--- src/rtl/mmio_uart_tx.sv ---
// Memory-mapped UART transmitter: CPU stores bytes into a small TX FIFO,
// a 4-state serializer sends 8N1 frames on uart_txd.
module mmio_uart_tx #(
  parameter int unsigned CLK_HZ     = 50000000,
  parameter int unsigned BAUD       = 115200,
  parameter logic [31:0] BASE_ADDR  = 32'h0000_1000,
  parameter int unsigned FIFO_DEPTH = 8
) (
  input  logic        CLOCK_50,
  input  logic        resetn,
  input  logic [31:0] addr,
  input  logic [31:0] write_data,
  input  logic        mem_write,
  input  logic [3:0]  byte_enable,
  output logic [31:0] read_data,
  output logic        sel,
  output logic        uart_txd
);

  localparam int unsigned DIV    = CLK_HZ / BAUD;
  localparam int unsigned BAUD_W = (DIV > 1) ? $clog2(DIV) : 1;
  localparam int unsigned PTR_W  = $clog2(FIFO_DEPTH);
  localparam int unsigned CNT_W  = PTR_W + 1;
  localparam logic [31:0] STATUS_ADDR = BASE_ADDR + 32'd4;

  localparam logic [1:0] S_IDLE  = 2'd0;
  localparam logic [1:0] S_START = 2'd1;
  localparam logic [1:0] S_DATA  = 2'd2;
  localparam logic [1:0] S_STOP  = 2'd3;

  logic [7:0]        fifo_mem [FIFO_DEPTH];
  logic [PTR_W-1:0]  wr_ptr;
  logic [PTR_W-1:0]  rd_ptr;
  logic [CNT_W-1:0]  count;
  logic              ovf;

  logic [1:0]        state;
  logic [BAUD_W-1:0] baud_cnt;
  logic [2:0]        bit_idx;
  logic [7:0]        shreg;
  logic              txd_q;

  logic [1:0]        next_state;
  logic [BAUD_W-1:0] next_baud_cnt;
  logic [2:0]        next_bit_idx;
  logic [7:0]        next_shreg;
  logic              next_txd;

  logic full_c;
  logic empty_c;
  logic data_store_c;
  logic push_c;
  logic drop_c;
  logic clr_c;
  logic pop_c;
  logic last_c;
  logic unused_c;

  assign full_c       = (count == CNT_W'(FIFO_DEPTH));
  assign empty_c      = (count == '0);
  assign data_store_c = mem_write && (addr == BASE_ADDR) && byte_enable[0];
  assign push_c       = data_store_c && !full_c;
  assign drop_c       = data_store_c && full_c;
  assign clr_c        = mem_write && (addr == STATUS_ADDR) && byte_enable[0] && write_data[3];
  assign last_c       = (baud_cnt == BAUD_W'(DIV - 1));
  assign unused_c     = ^{write_data[31:8], byte_enable[3:1]};

  // FIFO bookkeeping and sticky overflow; a drop beats a same-edge clear
  always_ff @(posedge CLOCK_50) begin
    if (!resetn) begin
      wr_ptr <= '0;
      rd_ptr <= '0;
      count  <= '0;
      ovf    <= 1'b0;
    end else begin
      if (push_c) wr_ptr <= wr_ptr + PTR_W'(1);
      if (pop_c)  rd_ptr <= rd_ptr + PTR_W'(1);
      case ({push_c, pop_c})
        2'b10:   count <= count + CNT_W'(1);
        2'b01:   count <= count - CNT_W'(1);
        default: count <= count;
      endcase
      if (drop_c)     ovf <= 1'b1;
      else if (clr_c) ovf <= 1'b0;
    end
  end

  always_ff @(posedge CLOCK_50) begin
    if (resetn && push_c) fifo_mem[wr_ptr] <= write_data[7:0];
  end

  // FSM state register; the line level is registered alongside the state
  always_ff @(posedge CLOCK_50) begin
    if (!resetn) begin
      state    <= S_IDLE;
      baud_cnt <= '0;
      bit_idx  <= '0;
      shreg    <= '0;
      txd_q    <= 1'b1;
    end else begin
      state    <= next_state;
      baud_cnt <= next_baud_cnt;
      bit_idx  <= next_bit_idx;
      shreg    <= next_shreg;
      txd_q    <= next_txd;
    end
  end

  // Next-state logic; next_txd is the level for the cycle being entered
  always_comb begin
    next_state    = state;
    next_baud_cnt = baud_cnt;
    next_bit_idx  = bit_idx;
    next_shreg    = shreg;
    next_txd      = txd_q;
    pop_c         = 1'b0;
    case (state)
      S_IDLE: begin
        next_txd = 1'b1;
        if (!empty_c) begin
          pop_c         = 1'b1;
          next_shreg    = fifo_mem[rd_ptr];
          next_state    = S_START;
          next_baud_cnt = '0;
          next_txd      = 1'b0;
        end
      end
      S_START: begin
        if (last_c) begin
          next_baud_cnt = '0;
          next_bit_idx  = '0;
          next_state    = S_DATA;
          next_txd      = shreg[0];
        end else begin
          next_baud_cnt = baud_cnt + BAUD_W'(1);
        end
      end
      S_DATA: begin
        if (last_c) begin
          next_baud_cnt = '0;
          if (bit_idx == 3'd7) begin
            next_state = S_STOP;
            next_txd   = 1'b1;
          end else begin
            next_bit_idx = bit_idx + 3'd1;
            next_txd     = shreg[bit_idx + 3'd1];
          end
        end else begin
          next_baud_cnt = baud_cnt + BAUD_W'(1);
        end
      end
      S_STOP: begin
        if (last_c) begin
          next_baud_cnt = '0;
          if (!empty_c) begin
            pop_c      = 1'b1;
            next_shreg = fifo_mem[rd_ptr];
            next_state = S_START;
            next_txd   = 1'b0;
          end else begin
            next_state = S_IDLE;
            next_txd   = 1'b1;
          end
        end else begin
          next_baud_cnt = baud_cnt + BAUD_W'(1);
        end
      end
      default: begin
        next_state = S_IDLE;
        next_txd   = 1'b1;
      end
    endcase
  end

  // Register read mux
  always_comb begin
    read_data = '0;
    if (addr == STATUS_ADDR) begin
      read_data = {24'd0, 4'(count), ovf, (state != S_IDLE), empty_c, full_c};
    end
  end

  assign sel      = (addr == BASE_ADDR) || (addr == STATUS_ADDR);
  assign uart_txd = txd_q;

endmodule

--- config.mk ---
export PLATFORM = sky130hd
export DESIGN_NAME = mmio_uart_tx
export DESIGN_NICKNAME = d
export VERILOG_FILES = /design/src/rtl/mmio_uart_tx.sv
export SDC_FILE = /design/constraint.sdc
export NUM_CORES = 1
export LEC_CHECK = 0
export ABC_AREA = 1
export BUFFER_PORTS_ARGS = -buffer_cell sky130_fd_sc_hd__buf_4
export CAP_MARGIN = 20
export CORE_AREA = 2 2 146 91
export DETAILED_ROUTE_END_ITERATION = 7
export DIE_AREA = 0 0 148 93
export PLACE_DENSITY = 0.6
export SKIP_CTS_REPAIR_TIMING = 1
export SYNTH_ARGS = -nofsm -noshare
export SYNTH_HDL_FRONTEND = slang
export SYNTH_SLANG_ARGS = --single-unit
--- constraint.sdc ---
create_clock -name CLOCK_50 -period 2.4 [get_ports CLOCK_50]
set_input_delay 0.12 -clock CLOCK_50 [delete_from_list [all_inputs] [get_ports CLOCK_50]]
set_output_delay 0.12 -clock CLOCK_50 [all_outputs]
set_load 0.1 [all_outputs]
After elaboration in Yosys (flattened, before gate mapping)
Memory sizes are Yosys's and may differ from the RTL's. A register that Yosys moved wholly into a read port is not among the register bits. Cells that the tools add are included.

Flip-flop bits (word level): 34. Memory bits (writable): 64. Input port bits: 71. Output and inout port bits: 34. Logic and storage cells: 91. Memories kept: 1.

Memory list: fifo_mem (words 8, bits a word 8, read ports 1, clocked after Yosys merged registers in 1, write ports 1, RTL line 31) `logic [7:0] fifo_mem [FIFO_DEPTH];`.

$add $sub $neg: 6. $lt $le $gt $ge: 1. Eq/ne operators: 16. Muxes and demuxes: 36. Reductions and logical operators: 22.

Operators by type and width (count): $eq A32 B13 Y1 const B (2); $mux W8 (3); $mux W9 (2); $pmux W9 S2 (1); $pmux W8 S2 (1); $mux W3 (5); $mux W1 (13); $ne A2 B2 Y1 const B (6); $mux W2 (5); $reduce_bool A2 Y1 (5); $add A3 B1 Y3 const B (3); $add A9 B1 Y9 const B (1); $eq A9 B9 Y1 const B (1); $logic_and A1 B1 Y1 (8); $pmux W2 S4 (1); $pmux W4 S2 (1); $eq A2 B2 Y1 const B (3); $pmux W3 S2 (1); $reduce_and A5 Y1 (1); $add A4 B1 Y4 const B (1); $eq A2 B1 Y1 const B (2); $eq A4 B4 Y1 const B (1); $logic_not A4 Y1 (1); $lt A3 B4 Y1 const B (1); 12 further kinds (12).

Longest topological paths before layout
Gate-level depths: netlist (run 1).

Word-level depth: 7. Gate-level depth with buffers: 16.

Worst setup path after synthesis (run 1)
No wires, ideal clock.

Path kind: in2out. Start: input addr[7]. End: output sel. Arrival time: 2.604 ns. Slack: -0.324 ns. Stages: 5. Path buffers: 0. Path through: nor2_1 -> nand2_1 -> nor2_1 -> nand2_1 -> o21ai_0.

Longest elaborated chain between the ends: 2. Elaborated cells between the ends (all ways): 3. Those cells by class: eq/ne: 2; reduce/logical: 1.

RTL lines: from (decl) (RTL line 11) `input logic [31:0] addr,`; $eq A32 B13 Y1 (RTL line 183) `assign sel = (addr == BASE_ADDR) || (addr == STATUS_ADDR);`; $logic_or A1 B1 Y1 (*) (RTL line 183); to (decl) (RTL line 16) `output logic sel,`.

Mark *: on every way between the ends. The rest lies on a longest branch, timed or not.

Worst setup path in the final report (run 1)
Start: register state[1]. End: register count[2].

Longest elaborated chain between the ends: 4. Elaborated cells between the ends (all ways): 7. Those cells by class: eq/ne: 3; mux: 2; reduce/logical: 2.

RTL lines: from (decl) (RTL line 37) `logic [1:0] state;`; from (signal assigned) (RTL line 101) `state <= next_state;`; $eq A2 B2 Y1 / $logic_not A2 Y1 (equally long branches) (RTL line 117) `case (state)`; $pmux W1 S2 (*) (RTL line 117); via pop_c (RTL line 55) `logic pop_c;`; $eq A2 B1 Y1 / $eq A2 B2 Y1 (equally long branches) (RTL line 78) `case ({push_c, pop_c})`; $pmux W4 S2 / $reduce_bool A2 Y1 (equally long branches); to (signal assigned) (RTL line 79) `2'b10: count <= count + CNT_W'(1);`; to (signal assigned) (RTL line 80) `2'b01: count <= count - CNT_W'(1);`; to (signal assigned) (RTL line 81) `default: count <= count;`; to (decl) (RTL line 34) `logic [CNT_W-1:0] count;`.

The timed path passes the listed nets; every way through them passes the cells marked *. A chain may end at the register's enable or synchronous reset.

==> flow_summary.html, run 1 <==
<table>
<tr><th>Metric</th><th>Value</th></tr>
<tr><th colspan="2">Floorplan</th></tr>
<tr><td>Number of placed I/O pins</td><td>between 100 and 150</td></tr>
<tr><td>Placeable core region</td><td>roughly 12000 um^2</td></tr>
<tr><td>Die width</td><td>roughly 150 um</td></tr>
<tr><td>Die Ht</td><td>93 um</td></tr>
<tr><td>Overall die area</td><td>~14000 um^2</td></tr>
<tr><td>Number of standard-cell rows in the floorplan</td><td>32</td></tr>
<tr><td>Starting density of the core</td><td>0.390</td></tr>
<tr><th colspan="2">Power and ir drop</th></tr>
<tr><td>Largest vdd supply drop</td><td>roughly 0.46 mV</td></tr>
<tr><td>Total Power</td><td>between 0.005 and 0.006 W</td></tr>
<tr><td>Cell leakage power</td><td>around 2.3 nW</td></tr>
<tr><td>Power per cell area</td><td>980 nW/um^2</td></tr>
<tr><th colspan="2">STA</th></tr>
<tr><td>Final Slew Violations</td><td>0</td></tr>
<tr><td>Final hold vios</td><td>0</td></tr>
<tr><td>Worst Hold Slack</td><td>just under 0.003 ns</td></tr>
<tr><td>Slew HR</td><td>0.528</td></tr>
<tr><td>Slew at the pin closest to its max-slew limit</td><td>~0.71 ns</td></tr>
<tr><td>Min setup slack post-route</td><td>roughly 0.16 ns</td></tr>
<tr><td>Setup violation total in the final timing report</td><td>0</td></tr>
<tr><td>Peak clock frequency supported by timing</td><td>between 400 and 500 MHz</td></tr>
<tr><td>Fraction of the cycle the final worst path needs</td><td>0.934</td></tr>
<tr><td>Final min period</td><td>around 2.2 ns</td></tr>
<tr><td>Worst clock skew</td><td>0.00561 ns</td></tr>
<tr><th colspan="2">Cells and area</th></tr>
<tr><td>Number of inserted filler cells in the final layout</td><td>roughly 1200</td></tr>
<tr><td>Multi-input combinational cell area</td><td>~1900 um^2</td></tr>
<tr><td>Fin nets</td><td>694</td></tr>
<tr><td>Antenna Diode Count</td><td>0</td></tr>
<tr><td>Footprint of the flip-flops and latches</td><td>2670 um^2</td></tr>
<tr><td>End-of-flow core utilization</td><td>0.465</td></tr>
<tr><td>Post-synthesis to final-layout area growth</td><td>19.2%</td></tr>
<tr><td>Post-route cell area</td><td>5810 um^2</td></tr>
<tr><td>Share of cells above drive strength 1</td><td>0.175</td></tr>
<tr><th colspan="2">Detailed routing</th></tr>
<tr><td>Routed WL per cell</td><td>around 13 um</td></tr>
<tr><td># DRC</td><td>0</td></tr>
<tr><td>DRT Pass-1 Iters</td><td>5</td></tr>
<tr><td>DRC violation total after the first TritonRoute iteration</td><td>193</td></tr>
<tr><td>Antenna violation net count after detailed routing</td><td>0</td></tr>
<tr><td>Number of vias in the routed layout</td><td>roughly 3700</td></tr>
<tr><td>Detailed Route WL</td><td>10300 um</td></tr>
<tr><td>Vias per cell</td><td>~4.8</td></tr>
<tr><th colspan="2">Worst setup path</th></tr>
<tr><td>Dominant cell type by count on the critical path</td><td>inv_1</td></tr>
<tr><td>Slowest stage delay, CP</td><td>around 0.36 ns</td></tr>
<tr><td>CP Data Required Time</td><td>roughly 2.6 ns</td></tr>
<tr><td>Largest fanout on the critical path</td><td>4</td></tr>
<tr><td>Worst endpoint data arrival time</td><td>~2.5 ns</td></tr>
<tr><td>Critical Path Start Type</td><td>flip-flop</td></tr>
<tr><td>Ordered list of cells on the worst path</td><td>inv_1 -&gt; ha_1 -&gt; inv_1 -&gt; nand2_1 -&gt; nand3_4 -&gt; inv_2 -&gt; ha_2 -&gt; xor2_2 -&gt; ha_1 -&gt; a21oi_1 -&gt; xnor2_1 -&gt; o21ai_1 -&gt; inv_1</td></tr>
<tr><td>Worst Setup End Kind</td><td>flip-flop</td></tr>
<tr><td>Reg2reg setup slack</td><td>approximately 0.16 ns</td></tr>
<tr><td>Startpoint-to-endpoint class of the critical path</td><td>flip-flop to flip-flop</td></tr>
<tr><td>Library cell contributing the largest single delay on the critical path</td><td>dfxtp_4</td></tr>
<tr><th colspan="2">Yosys</th></tr>
<tr><td>Mean instance size in the synthesized netlist</td><td>8.99 um^2</td></tr>
<tr><td>Most common flop cell mapped by yosys</td><td>edfxtp_1</td></tr>
<tr><td>Number of register bits inferred by synthesis</td><td>101</td></tr>
<tr><td>Share of Yosys cell area claimed by the top area cell type</td><td>0.394</td></tr>
<tr><td>Cell type with the highest aggregate area in the netlist</td><td>edfxtp_1</td></tr>
<tr><td>Synth async-reset ratio</td><td>0</td></tr>
<tr><td>Leading post-synthesis cells by cell area</td><td>edfxtp_1, dfxtp_1, nor2_1</td></tr>
<tr><td>Number of enable flip-flop cells after synthesis</td><td>64</td></tr>
<tr><td>Count leader, synth</td><td>nor2_1</td></tr>
<tr><td>Cell area after synthesis</td><td>between 4000 and 5000 um^2</td></tr>
<tr><td>Number of cells produced by synthesis</td><td>~540</td></tr>
<tr><td>Unique masters post-synth</td><td>33</td></tr>
<tr><td>Sequential area share after synthesis</td><td>0.546</td></tr>
<tr><td>Synth top cells by count</td><td>nor2_1, nand2_1, edfxtp_1</td></tr>
<tr><td>Count of synthesis-stage warnings from yosys</td><td>0</td></tr>
<tr><th colspan="2">Min path</th></tr>
<tr><td>Class of the worst hold path</td><td>input port to flip-flop</td></tr>
<tr><th colspan="2">Run</th></tr>
<tr><td>Number of maximum-capacitance violations</td><td>0</td></tr>
<tr><th colspan="2">Place</th></tr>
<tr><td>Cell Area, Placed</td><td>around 5400 um^2</td></tr>
<tr><td>Sum of net half-perimeters after detailed placement</td><td>about 7100 um</td></tr>
<tr><td>Worst-case setup slack after placement</td><td>-0.00348 ns</td></tr>
<tr><td>Routability-driven placement congestion ratio</td><td>~0.80</td></tr>
<tr><td>Number of input and output port buffers inserted</td><td>53</td></tr>
<tr><th colspan="2">Clocking</th></tr>
<tr><td>CTS tree</td><td>built</td></tr>
<tr><td>CTS Root Buffer Type</td><td>clkbuf_16</td></tr>
<tr><td>Register clock-pin slew on the reported worst setup and hold paths</td><td>0.07 ns</td></tr>
<tr><td>Total number of H-tree levels</td><td>3</td></tr>
<tr><td>Clock Latency Late Sink</td><td>between 0.3 and 0.4 ns</td></tr>
<tr><td>Maximum number of buffers from clock root to sink</td><td>2</td></tr>
<tr><td>Count of clock tree sinks</td><td>about 100</td></tr>
<tr><td>Num CTS Buffers</td><td>9</td></tr>
<tr><th colspan="2">Global route</th></tr>
<tr><td>Global-route wire length before repair</td><td>16500 um</td></tr>
<tr><td>Total track usage</td><td>0.153</td></tr>
<tr><td>Number of global-route vias before repair</td><td>3498</td></tr>
<tr><td>Antenna violations before repair</td><td>0</td></tr>
<tr><td>Grt ovf</td><td>0</td></tr>
<tr><td>Maximum number of pins on one net before global-route repair</td><td>33</td></tr>
<tr><th colspan="2">Run status</th></tr>
<tr><td>Run status</td><td>finished, final reports clean</td></tr>
</table>
-- worst paths after layout --
| kind | depth (start not counted) | to | start |
|---|---|---|---|
| min reg2reg | 2 | shreg[4] | shreg[4] |
| max | 13 | count[2] | state[1] |
| min | 1 | fifo_mem[1][6] | write_data[6] |
| max reg2reg | 13 | count[2] | state[1] |
-- power by group --
| part | total (W) | internal (W) | switching [W] |
|---|---|---|---|
| logic | 0.00203 | 0.000686 | 0.00134 |
| registers | 0.00214 | 0.00199 | 0.000143 |
| clock network | 0.00153 | 0.000909 | 0.000622 |
| total | 0.00569 | 0.00359 | 0.00210 |
-- state kept, by name (all words and copies together) (netlist names), named ones only --
signal / cells
wr_ptr: 3
bit_idx: 3
count: 4
baud_cnt: 9
shreg: 8
rd_ptr: 3
uart_txd: 1
fifo_mem: 64
ovf: 1
state: 2
-- cell type report --
| class | instances | share of cell area |
|---|---|---|
| inverters | 47 | 0.0304 |
| clock buffers | 9 | 0.0388 |
| multi-input cells | 379 | 0.328 |
| flip-flops and latches | 101 | 0.459 |
| well taps | 170 | 0.0366 |
| repair buffers | 71 | 0.0922 |
| clock inverters | 6 | 0.0151 |
-- metrics by stage --
step	instances	TNS, ns
finish	783	0
global route	783	-0.00699
CTS	781	-0.0168
detailed placement	766	-0.00348
global placement	766	0
floorplan	565	0
-- cell families after synthesis --
group	after synthesis	share of synthesized area
simple gates	240	0.211
flops	101	0.546
compound gates	94	0.105
buf+inv	85	0.0883
fa+ha+maj	14	0.0360
xor+xnor	7	0.0126
other cells	1	0.000770
-- metal layers --
layer / part of all wire / track usage / vias to the layer above
met5: 0 / 0 / -
met4: 0.011 / 0.0452 / 0
met3: 0.069 / 0.0424 / 11
met2: 0.45 / 0.245 / 137
met1: 0.47 / 0.206 / 1706
li1: - / - / 1892
-- cells in the final DEF, fill, tap and decap left out, drive strengths merged --
cell type    netlist  routed
bufinv             0       2
o211ai             8       8
nor3b              2       2
dlygate4sd3        0       1
o31ai              1       1
clkinv             0       2
nand2             96      96
clkbuf             6       9
ha                14      14
edfxtp            64      64
nor3               2       2
a21oi             31      31
nand3b             4       4
and3               1       1
dfxtp             37      37
conb               1      24
o21ai             53      53
buf               32      70
xor2               6       6
clkinvlp           0       1
nand3             25      25
o22ai              1       1
inv               47      48
nor2             103     103
xnor2              1       1
nand4              7       7
-- critical path, delay by kind of cell (launching register included) --
| family | cells | cell delay (ns) |
|---|---|---|
| XOR/XNOR | 2 | 0.26 |
| AO/OA/AOI/OAI | 2 | 0.31 |
| buffers and inverters | 4 | 0.36 |
| adder cells (fa/ha/maj) | 3 | 0.60 |
| flip-flops | 1 | 0.36 |
| AND/OR/NAND/NOR | 2 | 0.24 |
(Power assumes the default switching activity.)
==> inputs of run 2 (changes only) <==
--- a/config.mk
+++ b/config.mk
@@ -7,11 +7,10 @@
 export LEC_CHECK = 0
 export ABC_AREA = 1
 export BUFFER_PORTS_ARGS = -buffer_cell sky130_fd_sc_hd__buf_4
-export CAP_MARGIN = 20
-export CORE_AREA = 2 2 146 91
+export CORE_AREA = 2 2 135 84
 export DETAILED_ROUTE_END_ITERATION = 7
-export DIE_AREA = 0 0 148 93
-export PLACE_DENSITY = 0.6
+export DIE_AREA = 0 0 137 86
+export PLACE_DENSITY = 0.7
 export SKIP_CTS_REPAIR_TIMING = 1
 export SYNTH_ARGS = -nofsm -noshare
 export SYNTH_HDL_FRONTEND = slang
==> flow_summary.html, run 2 (synthesis gave the netlist of run 1 again) <==
<table>
<tr><th>Metric</th><th>Value</th></tr>
<tr><th colspan="2">Run status</th></tr>
<tr><td>Run status</td><td>finished, final reports clean (unchanged)</td></tr>
<tr><th colspan="2">Detailed routing</th></tr>
<tr><td>DRT Pass-1 Iters</td><td>5 (unchanged)</td></tr>
<tr><td>DRC violation total after the first TritonRoute iteration</td><td>262 (was 193)</td></tr>
<tr><td>Routed WL per cell</td><td>13.5 um (was 13.1 um)</td></tr>
<tr><td>Antenna violation net count after detailed routing</td><td>0 (unchanged)</td></tr>
<tr><td>Vias per cell</td><td>5.04 (was 4.78)</td></tr>
<tr><td>Number of vias in the routed layout</td><td>3777 (was 3746)</td></tr>
<tr><td># DRC</td><td>0 (unchanged)</td></tr>
<tr><td>Detailed Route WL</td><td>10100 um (was 10300 um)</td></tr>
<tr><th colspan="2">Cells and area</th></tr>
<tr><td>Largest registers ranked by flip-flop count</td><td>fifo_mem (64), baud_cnt (9), shreg (8) (unchanged)</td></tr>
<tr><td>Antenna Diode Count</td><td>0 (unchanged)</td></tr>
<tr><td>Number of flip-flops in the largest register</td><td>64 (unchanged)</td></tr>
<tr><td>Fin nets</td><td>690 (was 694)</td></tr>
<tr><td>Post-synthesis to final-layout area growth</td><td>17.7% (was 19.2%)</td></tr>
<tr><td>Number of inserted filler cells in the final layout</td><td>927 (was 1194)</td></tr>
<tr><td>Leading cell types in the layout, fill and taps excluded</td><td>nor2_1, nand2_1, buf_4, edfxtp_1 (unchanged)</td></tr>
<tr><td>Share of cells above drive strength 1</td><td>0.172 (was 0.175)</td></tr>
<tr><td>Biggest register</td><td>fifo_mem (unchanged)</td></tr>
<tr><td>Most common cell after layout, fill and taps aside</td><td>nor2_1 (unchanged)</td></tr>
<tr><td>Post-route cell area</td><td>5730 um^2 (was 5810 um^2)</td></tr>
<tr><th colspan="2">Worst setup path</th></tr>
<tr><td>Dominant cell type by count on the critical path</td><td>inv_1 (unchanged)</td></tr>
<tr><td>Slowest stage delay, CP</td><td>0.36 ns (about the same)</td></tr>
<tr><td>CP top delay family</td><td>adder cells (unchanged)</td></tr>
<tr><td>CP Data Required Time</td><td>2.64 ns (about the same)</td></tr>
<tr><td>Worst Setup End Kind</td><td>flip-flop (unchanged)</td></tr>
<tr><td>Library cell contributing the largest single delay on the critical path</td><td>dfxtp_2 (was dfxtp_4)</td></tr>
<tr><td>Largest fanout on the critical path</td><td>4 (unchanged)</td></tr>
<tr><td>Critical Path Start Type</td><td>flip-flop (unchanged)</td></tr>
<tr><td>Startpoint-to-endpoint class of the critical path</td><td>flip-flop to flip-flop (unchanged)</td></tr>
<tr><td>Critical path buffer and inverter count</td><td>5 (was 4)</td></tr>
<tr><td>Worst endpoint data arrival time</td><td>2.53 ns (was 2.49 ns)</td></tr>
<tr><td>Ordered list of cells on the worst path</td><td>inv_1 -&gt; ha_1 -&gt; inv_1 -&gt; nand2_1 -&gt; inv_1 -&gt; nand3_2 -&gt; inv_2 -&gt; ha_4 -&gt; xor2_4 -&gt; ha_1 -&gt; a21oi_1 -&gt; xnor2_1 -&gt; o21ai_0 -&gt; inv_1 (was inv_1 -&gt; ha_1 -&gt; inv_1 -&gt; nand2_1 -&gt; nand3_4 -&gt; inv_2 -&gt; ha_2 -&gt; xor2_2 -&gt; ha_1 -&gt; a21oi_1 -&gt; xnor2_1 -&gt; o21ai_1 -&gt; inv_1)</td></tr>
<tr><th colspan="2">Floorplan</th></tr>
<tr><td>Number of standard-cell rows in the floorplan</td><td>29 (was 32)</td></tr>
<tr><td>Number of placed I/O pins</td><td>105 (unchanged)</td></tr>
<tr><td>Overall die area</td><td>11800 um^2 (was 13800 um^2)</td></tr>
<tr><td>Die width</td><td>137 um (was 148 um)</td></tr>
<tr><td>Placeable core region</td><td>10500 um^2 (was 12500 um^2)</td></tr>
<tr><td>Die Ht</td><td>86 um (was 93 um)</td></tr>
<tr><td>Starting density of the core</td><td>0.466 (was 0.390)</td></tr>
<tr><th colspan="2">STA</th></tr>
<tr><td>Slew at the pin closest to its max-slew limit</td><td>0.683 ns (was 0.708 ns)</td></tr>
<tr><td>Fraction of the cycle the final worst path needs</td><td>0.952 (was 0.934)</td></tr>
<tr><td>Slew HR</td><td>0.544 (was 0.528)</td></tr>
<tr><td>Worst clock skew</td><td>0.00978 ns (was 0.00561 ns)</td></tr>
<tr><td>Worst Hold Slack</td><td>0.00537 ns (was 0.00298 ns)</td></tr>
<tr><td>Setup violation total in the final timing report</td><td>0 (unchanged)</td></tr>
<tr><td>Peak clock frequency supported by timing</td><td>438 MHz (was 446 MHz)</td></tr>
<tr><td>Final Slew Violations</td><td>0 (unchanged)</td></tr>
<tr><td>Final hold vios</td><td>0 (unchanged)</td></tr>
<tr><td>Final min period</td><td>2.29 ns (was 2.24 ns)</td></tr>
<tr><th colspan="2">Clocking</th></tr>
<tr><td>Num CTS Buffers</td><td>9 (unchanged)</td></tr>
<tr><td>Clock Latency Late Sink</td><td>0.34 ns (was 0.35 ns)</td></tr>
<tr><td>CTS tree</td><td>built (unchanged)</td></tr>
<tr><td>Maximum number of buffers from clock root to sink</td><td>2 (unchanged)</td></tr>
<tr><td>CTS Root Buffer Type</td><td>clkbuf_16 (unchanged)</td></tr>
<tr><td>Total number of H-tree levels</td><td>3 (unchanged)</td></tr>
<tr><td>Count of clock tree sinks</td><td>101 (unchanged)</td></tr>
<tr><td>Register clock-pin slew on the reported worst setup and hold paths</td><td>0.07 ns (about the same)</td></tr>
<tr><th colspan="2">Place</th></tr>
<tr><td>Sum of net half-perimeters after detailed placement</td><td>7110 um (about the same)</td></tr>
<tr><td>Cell Area, Placed</td><td>5380 um^2 (was 5440 um^2)</td></tr>
<tr><td>Routability-driven placement congestion ratio</td><td>0.865 (was 0.803)</td></tr>
<tr><td>Number of input and output port buffers inserted</td><td>53 (unchanged)</td></tr>
<tr><th colspan="2">Global route</th></tr>
<tr><td>Antenna violations before repair</td><td>0 (unchanged)</td></tr>
<tr><td>Total track usage</td><td>0.179 (was 0.153)</td></tr>
<tr><td>Grt ovf</td><td>0 (unchanged)</td></tr>
<tr><td>Maximum number of pins on one net before global-route repair</td><td>33 (unchanged)</td></tr>
<tr><td>Global-route wire length before repair</td><td>16400 um (was 16500 um)</td></tr>
<tr><td>Number of global-route vias before repair</td><td>3463 (was 3498)</td></tr>
<tr><th colspan="2">Power and ir drop</th></tr>
<tr><td>Total Power</td><td>0.00554 W (was 0.00569 W)</td></tr>
<tr><td>Largest vdd supply drop</td><td>0.426 mV (was 0.458 mV)</td></tr>
<tr><td>Cell leakage power</td><td>2.28 nW (was 2.29 nW)</td></tr>
<tr><td>Power per cell area</td><td>966 nW/um^2 (was 980 nW/um^2)</td></tr>
<tr><th colspan="2">Min path</th></tr>
<tr><td>Class of the worst hold path</td><td>input port to flip-flop (unchanged)</td></tr>
<tr><th colspan="2">Run</th></tr>
<tr><td>Number of maximum-capacitance violations</td><td>0 (unchanged)</td></tr>
</table>
## run 2: cell count changes in the layout (fill, tap and decap cells not counted), sizes merged
cell,delta
dlygate4sd3,-1
bufinv,-1
buf,-3
clkinvlp,-1
inv,+1
clkinv,+2
## run 2: path summary, 6_finish.rpt
kind                      start              to  slack, ns  depth (start not counted)
hold / removal    write_data[2]  fifo_mem[3][2]      0.005                          1
setup / recovery       state[1]        count[2]       0.11                         14
setup reg to reg       state[1]        count[2]       0.11                         14
hold reg to reg        shreg[1]        shreg[1]       0.47                          2
## run 2: metal layers
layer  vias up  wire (um)  global-route usage
met5         -          0                   0
met4         0        101              0.0469
met3        10        745              0.0467
met2       141       4610               0.288
met1      1736       4690               0.242
li1       1890          -                   -
## run 2: metrics by stage
step / std cells / TNS, ns / worst slack [ns] / util
after global routing: 749 / -0.0127 / -0.0127 / 0.549
after global placement: 733 / 0 / 0.157 / 0.515
after detailed placement: 733 / -0.0220 / -0.0220 / 0.515
after CTS: 749 / -0.0412 / -0.0412 / 0.545
after floorplan: 565 / 0 / 0.122 / -
final: 749 / 0 / 0.115 / 0.549
## run 2: area by class of cell
cell class / count / area, um^2 / area share
clock buffer: 9 / 225 / 0.0393
clock inverter: 7 / 85.1 / 0.0148
inverter: 47 / 176 / 0.0308
tap: 139 / 174 / 0.0303
sequential: 101 / 2670 / 0.465
timing repair buffer: 67 / 503 / 0.0877
multi-input combinational: 379 / 1910 / 0.332
## run 2: power by group
part / internal (W) / switching, W / leakage, nW
registers: 0.00199 / 0.000141 / 0.876
clock network: 0.000824 / 0.000649 / 0.151
logic: 0.000625 / 0.00131 / 1.25
